File: src/rtl/uart_rx_frame_ctrl_if.sv
// Byte-stream input and payload/status output bundle of the UART frame controller.
interface uart_rx_frame_ctrl_if;
    logic [7:0] rx_dat;
    logic       rx_dat_en;
    logic [7:0] out_dat;
    logic       out_valid;
    logic       out_ready;
    logic       out_last;
    logic [7:0] out_addr;
    logic       frame_ok;
    logic       frame_err;
    logic [1:0] err_code;
    logic [7:0] drop_cnt;

    // Frame controller side
    modport slave (
        input  rx_dat, rx_dat_en, out_ready,
        output out_dat, out_valid, out_last, out_addr,
        output frame_ok, frame_err, err_code, drop_cnt
    );

    // Byte source / payload consumer side
    modport master (
        output rx_dat, rx_dat_en, out_ready,
        input  out_dat, out_valid, out_last, out_addr,
        input  frame_ok, frame_err, err_code, drop_cnt
    );
endinterface

File: src/rtl/uart_rx_frame_ctrl.sv
// Parses SYNC/ADDR/LEN/payload/CHK frames from the UART byte stream, buffers the
// payload and releases it over valid/ready only once length and XOR checksum pass.
module uart_rx_frame_ctrl #(
    parameter logic [7:0]  SYNC_BYTE   = 8'hA5,
    parameter int unsigned MAX_LEN     = 16,
    parameter int unsigned TIMEOUT_CYC = 17340
) (
    input logic                  clk,
    input logic                  reset,
    uart_rx_frame_ctrl_if.slave  bus
);

    localparam int unsigned IW         = (MAX_LEN > 1) ? $clog2(MAX_LEN) : 1;
    localparam int unsigned CW         = $clog2(TIMEOUT_CYC + 1);
    localparam logic [CW-1:0] CNT_LOAD = CW'(TIMEOUT_CYC - 1);
    localparam logic [7:0] MAX_LEN_B   = 8'(MAX_LEN);

    typedef enum logic [2:0] {
        IDLE, GET_ADDR, GET_LEN, GET_DATA, GET_CHK, DRAIN
    } state_t;

    state_t        state, state_d;
    logic [7:0]    addr, addr_d, len, len_d, chk, chk_d;
    logic [IW-1:0] idx, idx_d, idx_inc;
    logic [CW-1:0] cnt, cnt_d;
    logic          in_frame, buf_we;
    logic [7:0]    pay_mem [MAX_LEN];

    logic [7:0] out_dat_q, out_dat_d, out_addr_q, out_addr_d, drop_cnt_q, drop_cnt_d;
    logic       out_valid_q, out_valid_d, out_last_q, out_last_d;
    logic       frame_ok_q, frame_ok_d, frame_err_q, frame_err_d;
    logic [1:0] err_code_q, err_code_d;

    assign in_frame = (state == GET_ADDR) || (state == GET_LEN) ||
                      (state == GET_DATA) || (state == GET_CHK);
    assign idx_inc  = IW'(idx + IW'(1));

    always_ff @(posedge clk or posedge reset) begin
        if (reset) state <= IDLE;
        else       state <= state_d;
    end

    always_comb begin
        state_d     = state;
        addr_d      = addr;
        len_d       = len;
        chk_d       = chk;
        idx_d       = idx;
        cnt_d       = cnt;
        buf_we      = 1'b0;
        out_dat_d   = out_dat_q;
        out_valid_d = out_valid_q;
        out_last_d  = out_last_q;
        out_addr_d  = out_addr_q;
        frame_ok_d  = 1'b0;
        frame_err_d = 1'b0;
        err_code_d  = err_code_q;
        drop_cnt_d  = drop_cnt_q;

        // Every state change into or within the frame happens on an accepted byte,
        // so reloading on any byte also covers the reload-on-entry case.
        if (bus.rx_dat_en)               cnt_d = CNT_LOAD;
        else if (in_frame && cnt != '0)  cnt_d = cnt - CW'(1);

        case (state)
            IDLE: begin
                if (bus.rx_dat_en && bus.rx_dat == SYNC_BYTE) state_d = GET_ADDR;
            end
            GET_ADDR: begin
                if (bus.rx_dat_en) begin
                    addr_d  = bus.rx_dat;
                    chk_d   = bus.rx_dat;
                    state_d = GET_LEN;
                end
            end
            GET_LEN: begin
                if (bus.rx_dat_en) begin
                    if (bus.rx_dat == 8'd0 || bus.rx_dat > MAX_LEN_B) begin
                        frame_err_d = 1'b1;
                        err_code_d  = 2'd1;
                        state_d     = IDLE;
                    end else begin
                        len_d   = bus.rx_dat;
                        chk_d   = chk ^ bus.rx_dat;
                        idx_d   = '0;
                        state_d = GET_DATA;
                    end
                end
            end
            GET_DATA: begin
                if (bus.rx_dat_en) begin
                    buf_we = 1'b1;
                    chk_d  = chk ^ bus.rx_dat;
                    if (8'(idx) == len - 8'd1) state_d = GET_CHK;
                    else                       idx_d   = idx_inc;
                end
            end
            GET_CHK: begin
                if (bus.rx_dat_en) begin
                    if (bus.rx_dat == chk) begin
                        frame_ok_d  = 1'b1;
                        out_addr_d  = addr;
                        idx_d       = '0;
                        out_dat_d   = pay_mem[0];
                        out_valid_d = 1'b1;
                        out_last_d  = (len == 8'd1);
                        state_d     = DRAIN;
                    end else begin
                        frame_err_d = 1'b1;
                        err_code_d  = 2'd2;
                        state_d     = IDLE;
                    end
                end
            end
            DRAIN: begin
                if (bus.rx_dat_en && drop_cnt_q != 8'hFF) drop_cnt_d = drop_cnt_q + 8'd1;
                if (out_valid_q && bus.out_ready) begin
                    if (out_last_q) begin
                        out_valid_d = 1'b0;
                        out_last_d  = 1'b0;
                        state_d     = IDLE;
                    end else begin
                        idx_d      = idx_inc;
                        out_dat_d  = pay_mem[idx_inc];
                        out_last_d = (8'(idx) + 8'd1 == len - 8'd1);
                    end
                end
            end
            default: state_d = IDLE;
        endcase

        // Inter-byte timeout; a byte arriving on the expiry cycle takes precedence
        if (in_frame && !bus.rx_dat_en && cnt == '0) begin
            frame_err_d = 1'b1;
            err_code_d  = 2'd3;
            state_d     = IDLE;
        end
    end

    always_ff @(posedge clk or posedge reset) begin
        if (reset) begin
            addr        <= '0;
            len         <= '0;
            chk         <= '0;
            idx         <= '0;
            cnt         <= '0;
            out_dat_q   <= '0;
            out_valid_q <= 1'b0;
            out_last_q  <= 1'b0;
            out_addr_q  <= '0;
            frame_ok_q  <= 1'b0;
            frame_err_q <= 1'b0;
            err_code_q  <= '0;
            drop_cnt_q  <= '0;
        end else begin
            addr        <= addr_d;
            len         <= len_d;
            chk         <= chk_d;
            idx         <= idx_d;
            cnt         <= cnt_d;
            out_dat_q   <= out_dat_d;
            out_valid_q <= out_valid_d;
            out_last_q  <= out_last_d;
            out_addr_q  <= out_addr_d;
            frame_ok_q  <= frame_ok_d;
            frame_err_q <= frame_err_d;
            err_code_q  <= err_code_d;
            drop_cnt_q  <= drop_cnt_d;
        end
    end

    // Payload buffer needs no reset; contents are only read after a full frame
    always_ff @(posedge clk) begin
        if (buf_we) pay_mem[idx] <= bus.rx_dat;
    end

    assign bus.out_dat   = out_dat_q;
    assign bus.out_valid = out_valid_q;
    assign bus.out_last  = out_last_q;
    assign bus.out_addr  = out_addr_q;
    assign bus.frame_ok  = frame_ok_q;
    assign bus.frame_err = frame_err_q;
    assign bus.err_code  = err_code_q;
    assign bus.drop_cnt  = drop_cnt_q;

endmodule

File: src/flat_wrapper.sv
// flat-port wrapper written by rule: the top's interface ports become plain ports
module uart_rx_frame_ctrl_flat 
#(
    parameter logic [7:0]  SYNC_BYTE   = 8'hA5,
    parameter int unsigned MAX_LEN     = 16,
    parameter int unsigned TIMEOUT_CYC = 17340
)
  (clk, reset, bus_rx_dat, bus_rx_dat_en, bus_out_ready, bus_out_dat, bus_out_valid, bus_out_last, bus_out_addr, bus_frame_ok, bus_frame_err, bus_err_code, bus_drop_cnt);
  uart_rx_frame_ctrl_if bus_i ();
  input logic clk;
  input logic reset;
  input wire logic [$bits(bus_i.rx_dat)-1:0] bus_rx_dat;
  input wire logic [$bits(bus_i.rx_dat_en)-1:0] bus_rx_dat_en;
  input wire logic [$bits(bus_i.out_ready)-1:0] bus_out_ready;
  output wire logic [$bits(bus_i.out_dat)-1:0] bus_out_dat;
  output wire logic [$bits(bus_i.out_valid)-1:0] bus_out_valid;
  output wire logic [$bits(bus_i.out_last)-1:0] bus_out_last;
  output wire logic [$bits(bus_i.out_addr)-1:0] bus_out_addr;
  output wire logic [$bits(bus_i.frame_ok)-1:0] bus_frame_ok;
  output wire logic [$bits(bus_i.frame_err)-1:0] bus_frame_err;
  output wire logic [$bits(bus_i.err_code)-1:0] bus_err_code;
  output wire logic [$bits(bus_i.drop_cnt)-1:0] bus_drop_cnt;
  assign bus_i.rx_dat = bus_rx_dat;
  assign bus_i.rx_dat_en = bus_rx_dat_en;
  assign bus_i.out_ready = bus_out_ready;
  assign bus_out_dat = bus_i.out_dat;
  assign bus_out_valid = bus_i.out_valid;
  assign bus_out_last = bus_i.out_last;
  assign bus_out_addr = bus_i.out_addr;
  assign bus_frame_ok = bus_i.frame_ok;
  assign bus_frame_err = bus_i.frame_err;
  assign bus_err_code = bus_i.err_code;
  assign bus_drop_cnt = bus_i.drop_cnt;
  uart_rx_frame_ctrl #(.SYNC_BYTE(SYNC_BYTE), .MAX_LEN(MAX_LEN), .TIMEOUT_CYC(TIMEOUT_CYC)) u_core (.clk(clk), .reset(reset), .bus(bus_i));
endmodule
File: config.mk
export PLATFORM = sky130hd
export DESIGN_NAME = uart_rx_frame_ctrl_flat
export DESIGN_NICKNAME = d
export VERILOG_FILES = /design/src/rtl/uart_rx_frame_ctrl_if.sv /design/src/rtl/uart_rx_frame_ctrl.sv /design/src/flat_wrapper.sv
export SDC_FILE = /design/constraint.sdc
export NUM_CORES = 1
export LEC_CHECK = 0
export CAP_MARGIN = 10
export CELL_PAD_IN_SITES_DETAIL_PLACEMENT = 0
export CELL_PAD_IN_SITES_GLOBAL_PLACEMENT = 1
export CORE_AREA = 2 2 131 133
export CTS_CLUSTER_SIZE = 14
export DETAILED_ROUTE_END_ITERATION = 6
export DIE_AREA = 0 0 133 135
export GPL_ROUTABILITY_DRIVEN = 0
export GPL_TIMING_DRIVEN = 0
export HOLD_SLACK_MARGIN = 0.05
export PLACE_DENSITY = 0.82
export SKIP_LAST_GASP = 1
export SYNTH_ARGS = -nofsm -noshare
export SYNTH_HDL_FRONTEND = slang
export SYNTH_SLANG_ARGS = --single-unit
File: constraint.sdc
create_clock -name clk -period 4.6 [get_ports clk]
set_clock_uncertainty 0.2 [all_clocks]
set_input_delay 0.92 -clock clk [delete_from_list [all_inputs] [get_ports clk]]
set_output_delay 0.92 -clock clk [all_outputs]
set_load 0.02 [all_outputs]
Yosys cells after proc, flatten, opt, wreduce, memory -nomap -nowiden
Memory sizes are Yosys's and may differ from the RTL's. Cells that the tools add are included. Widths: inputs -> output; s select.

Memories: 1. Memory bits (writable): 128. Output and inout bits: 30. Register bits after elaboration: 76. Logic and storage cells: 147.

Bitwise operators: 2. Add/sub/neg operators: 5. Muxes and demuxes: 62. Order comparisons: 1. Reduce and logical (&&, ||, !) cells: 31. Equal/unequal tests: 31.

Memories: u_core.pay_mem (words 16, width 8, rd ports 2, clocked after Yosys merged registers in 0, wr ports 1, line uart_rx_frame_ctrl.sv:27) `logic [7:0] pay_mem [MAX_LEN];`.

Operators by type and width (count): $mux 8 (8); $mux 4 (8); $mux 15 (2); $mux 3 (10); $pmux 8 s3 (1); $ne 3x3->1 const B (7); $mux 1 (20); $reduce_and 5->1 (4); $pmux 3 s6 (1); $eq 8x8->1 (2); $ne 2x2->1 const B (8); $pmux 4 s4 (1); $pmux 8 s2 (1); $logic_not 15->1 (1); $reduce_bool 15->1 (1); $sub 15x1->15 const B (1); $mux 2 (6); $ne 3x1->1 const B (3); $reduce_and 9->1 (1); $add 8x1->8 const B (1); $eq 4x8->1 (1); $eq 8x1->1 const B (1); $eq 8x8->1 const B (1); $gt 8x5->1 const B (1); 24 further kinds (41).

Logic depth before layout (Yosys ltp)
Depth after elaboration: 8. Mapped depth: 11. Mapped depth without buffers: 8.

Least setup slack after synthesis
Ideal clock, no wire load.

Kind: register to register. From: register u_core.idx[0]. To: register u_core.out_dat_q[0], in the netlist u_core.bus.out_dat[0]. Path buffers: 4. Stages on the path, launching flop included: 12. Required time: 4.275 ns. Setup slack: 1.547 ns. Arrival time: 2.729 ns. Period minus slack after synthesis: 3.053 ns. Cells stage by stage: dfrtp_1 -> buf_6 -> buf_4 -> inv_1 -> ha_1 -> buf_4 -> dlygate4sd1_1 -> mux4_2 -> mux4_2 -> nand2_1 -> nand2_1 -> mux2_2.

Cells in the longest elaborated chain, start to end: 5.

RTL lines: from (decl) (line uart_rx_frame_ctrl.sv:24) `logic [IW-1:0] idx, idx_d, idx_inc;`; from (signal assigned) (line uart_rx_frame_ctrl.sv:159) `idx <= idx_d;`; $add 4x1->4 (line uart_rx_frame_ctrl.sv:36) `assign idx_inc = IW'(idx + IW'(1));`; $mem_v2 16x8; $mux 8 (line uart_rx_frame_ctrl.sv:118) `if (out_last_q) begin`; $mux 8 (line uart_rx_frame_ctrl.sv:117) `if (out_valid_q && bus.out_ready) begin`; $pmux 8 s2 (line uart_rx_frame_ctrl.sv:65) `case (state)`; to (signal assigned) (line uart_rx_frame_ctrl.sv:161) `out_dat_q <= out_dat_d;`; to (decl) (line uart_rx_frame_ctrl.sv:29) `logic [7:0] out_dat_q, out_dat_d, out_addr_q, out_addr_d, drop_cnt_q, drop_cnt_d;`.

Every way passes these cells. The select of a mux whose other input is x is not followed. A chain may end at the register's enable or synchronous reset.

Final worst setup path
From: input port bus_rx_dat[4]. To: register u_core.out_addr_q[2], in the netlist u_core.bus.out_addr[2].

Cells in the longest elaborated chain, start to end: 2.

RTL lines: from (decl) (line flat_wrapper.sv:12) `input wire logic [$bits(bus_i.rx_dat)-1:0] bus_rx_dat;`; $eq 8x8->1 (line uart_rx_frame_ctrl.sv:100) `if (bus.rx_dat == chk) begin`; $reduce_and 3->1 (no line); to (signal assigned) (line uart_rx_frame_ctrl.sv:164) `out_addr_q <= out_addr_d;`; to (decl) (line uart_rx_frame_ctrl.sv:29).

Every way passes these cells.

==> results.tsv <==
metric	value	unit
clk_lat worst skew	500	ps
combinational share of power	0.359	
Reg clk slew, reported paths	60	ps
post-synthesis sequential area ratio	0.638	
critical path class	in2reg	
CP startpoint kind	input pin	
Worst EP required	4780	ps
RSZ-0062 raised after global routing	no	
Peak Freq	259	MHz
peak supply drop	0.000276	V
nets@finish	683	
Routed Antenna Nets	0	
drt initial violations	444	
Final Hold Fails	0	
cts repair resizes	0	
final setup vio count	0	
first-pass GRT wire length	28900	um
Yosys warning count	0	
Placement Rows	47	
Synth area leader	edfxtp_1	
max incr delay on CP	870	ps
Slew @ Worst Pin	1200	ps
min-delay worst type	reg2reg	
Slew headroom	0.196	
power per cell area	590	nW/um2
FFs w/ async S/R, synth	0.373	
clk sinks	204	
Top delay family on crit path	buffers and inverters	
Mapped Area	9010	um2
vias in the first global route	5318	
clock group share of total power	0.257	
Setup Fix Bufs, Post-CTS	0	
wire per inst	20.2	um
Vias	5320	
antenna diode count	0	
Reg power frac	0.384	
most instantiated cells after synthesis	edfxtp_1 (128), dfrtp_1 (76), nand2_1 (51), nor2_1 (37), mux4_2 (33)	
cells after synthesis	596	
Pins Over Slew Limit	0	
TritonCTS clock tree	built	
antenna violations before repair	0	
Worst Hold Path EP	u_core.bus.drop_cnt[6]$_DFFE_PP0P_	
Crit. End Element	flop	
largest cells by area after synthesis	edfxtp_1 (43%), dfrtp_1 (21%), mux4_2 (8.3%), mux2_2 (3.4%), xnor2_1 (2.3%)	
pin count of the biggest net entering global routing	41	
core box area	16400	um2
slowest CP cell	clkdlybuf4s50_1	
die width	133	um
hold_sp	u_core.bus.drop_cnt[6]$_DFFE_PP0P_	
CTS buffer count	21	
Synth top area share	0.427	
via density per instance	5.94	
hold depth	1	
Main synth FF type	edfxtp_1	
Synth cell types	60	
max cap viols	0	
Area Growth Syn to Fin	14.8	%
Psw	1950	uW
R2R Setup Slk	1090	ps
crit path time final	3870	ps
CTS max path bufs	3	
most common cell in the netlist	edfxtp_1	
DP HPWL	12000	um
Area after DPL	9710	um2
Cell Chain, Critical Path	clkdlybuf4s50_1 -> clkbuf_1 -> xnor2_1 -> nand4_1 -> nor2_1 -> nand4_1 -> mux2_2	
H-Tree Depth	1	
critical path peak fanout	17	
sw frac	0.320	
# DRC	0	
GRT Util Overall	0.209	
crit share post-route	0.841	
Final TNS setup	0	ps
initial core utilization	0.549	
Core Util, Final	0.630	
final wirelength	18100	um
Die Area	18000	um2
Clock Tree Root	clkbuf_16	
share of layout cells above drive strength 1	0.155	
height of the chip	135	um
hold_buf cts	0	
CP arrival	4050	ps
Lkg Pwr	0.00376	uW
DRT Pass-1 Iters	5	
Net Count, Synth	617	
fin area	10300	um2
Internal Power	4150	uW
FF-to-FF End	u_core.bus.out_dat[1]$_DFFE_PP0P_	
Crit Reg-Reg Startpoint	u_core.idx[0]$_DFFE_PP0P_	
flop and latch count out of synthesis	204	
Ports	42	
cell mode on critical path	nand4_1	
Critical path buffers and inverters	2	
status	complete, no violations	
Post-synth EDFFs	128	
grt total ovfl	0	
worst r2r path cells	11	
Syn Area/Cell	15.1	um2
I/O Buffers	40	
per-layer routing:
layer  up-vias  routed length (um)  track usage
met5         -                   0            0
li1       2388                   -            -
met2       187                8750        0.343
met4         0                 328       0.0562
met1      2719                7910        0.301
met3        26                1090       0.0240
how the worst max path moves through the flow:
stage | start | endpoint | slack [ps] | cells past startpoint
2_1_floorplan | reset | u_core.addr[0]$_DFFE_PP0P_ | 1540 | 1
3_3_place_gp | bus_rx_dat[4] | u_core.bus.out_addr[0]$_DFFE_PP0P_ | 300 | 7
3_5_place_dp | bus_rx_dat[4] | u_core.bus.out_addr[2]$_DFFE_PP0P_ | 210 | 7
4_1_cts | bus_rx_dat[4] | u_core.bus.out_addr[5]$_DFFE_PP0P_ | 740 | 7
5_1_grt | bus_rx_dat[4] | u_core.bus.out_addr[6]$_DFFE_PP0P_ | 550 | 7
6_report | bus_rx_dat[4] | u_core.bus.out_addr[2]$_DFFE_PP0P_ | 730 | 7
power by group through the flow:
| stage | Clock [uW] | Combinational (uW) | Sequential [uW] |
|---|---|---|---|
| after floorplan | 0 | 1550 | 2410 |
| after global placement | 0 | 2150 | 2360 |
| after detailed placement | 0 | 2190 | 2380 |
| after CTS | 1600 | 2200 | 2340 |
| after global routing | 1670 | 2360 | 2370 |
| final | 1570 | 2190 | 2340 |
worst register-to-register path: stages (launching register included):
cell and delay (ps):
dfrtp_1 390, buf_6 190, buf_4 240, inv_1 100, ha_1 280, buf_4 140
dlygate4sd1_1 540, mux4_2 440, mux4_2 480, nand2_1 90, nand2_1 50, mux2_2 250
through the flow:
stage                     hold WS (ps)  total power, uW  setup slack, ps  instances
after global placement             280             4520              301        856
final                              301             6100              732        896
after CTS                          309             6140              735        894
after floorplan                    269             3970             1540        596
after global routing               324             6390              554        896
after detailed placement           290             4570              205        857
cells by family (layout without fill, tap and decap cells):
logic type | after synthesis | count (layout) | share of synthesized area
muxes | 74 | 74 | 0.145
buffers and inverters | 37 | 117 | 0.0211
DFF | 204 | 204 | 0.638
and+or+nand+nor | 176 | 176 | 0.0988
AOI/OAI and AO/OA | 57 | 57 | 0.0424
xor gates and xnor gates | 39 | 39 | 0.0424
adders and majority gates | 9 | 9 | 0.0125
area by class of cell:
cell class | instances | area, um2
well taps | 220 | 275
multi-input cells | 355 | 3070
flip-flops and latches | 204 | 5750
inverters | 14 | 55.1
clock buffers | 27 | 548
clock inverters | 10 | 73.8
plain buffers | 23 | 138
repair buffers | 43 | 433
fillers | 1201 | 6070
registers in the layout, indices dropped and copies added, names as in the netlist, 2 cells and up:
name and cells:
u_core.pay_mem 128, u_core.idx 4, u_core.bus.out_addr 8, u_core.bus.err_code 2, u_core.addr 8, u_core.bus.out_dat 8
u_core.state 3, u_core.bus.drop_cnt 8, u_core.cnt 15, u_core.chk 8, u_core.len 8
layout by cell type (no fill, tap or decap), types with 6 or more instances in the layout:
| master | netlist | layout |
|---|---|---|
| edfxtp_1 | 128 | 128 |
| and2_1 | 6 | 6 |
| o22ai_1 | 8 | 8 |
| xnor2_1 | 24 | 24 |
| mux2_2 | 27 | 27 |
| a31oi_1 | 9 | 9 |
| clkbuf_16 | 0 | 21 |
| nor2_1 | 37 | 37 |
| nor2b_1 | 12 | 12 |
| o21ai_1 | 6 | 6 |
| nor3_1 | 13 | 13 |
| dfrtp_1 | 76 | 76 |
| xor2_1 | 12 | 12 |
| nor4_1 | 6 | 6 |
| clkdlybuf4s50_1 | 0 | 40 |
| o21ai_0 | 7 | 7 |
| nand2_1 | 51 | 51 |
| clkinv_1 | 0 | 6 |
| ha_1 | 9 | 9 |
| mux4_2 | 33 | 33 |
| mux4_1 | 7 | 7 |
| nand4_1 | 8 | 8 |
| nand3_1 | 15 | 15 |
| inv_1 | 14 | 13 |
| clkbuf_1 | 11 | 17 |
| or3_1 | 6 | 6 |
| nand2b_1 | 6 | 6 |
Power figures use the tool's default switching activity.
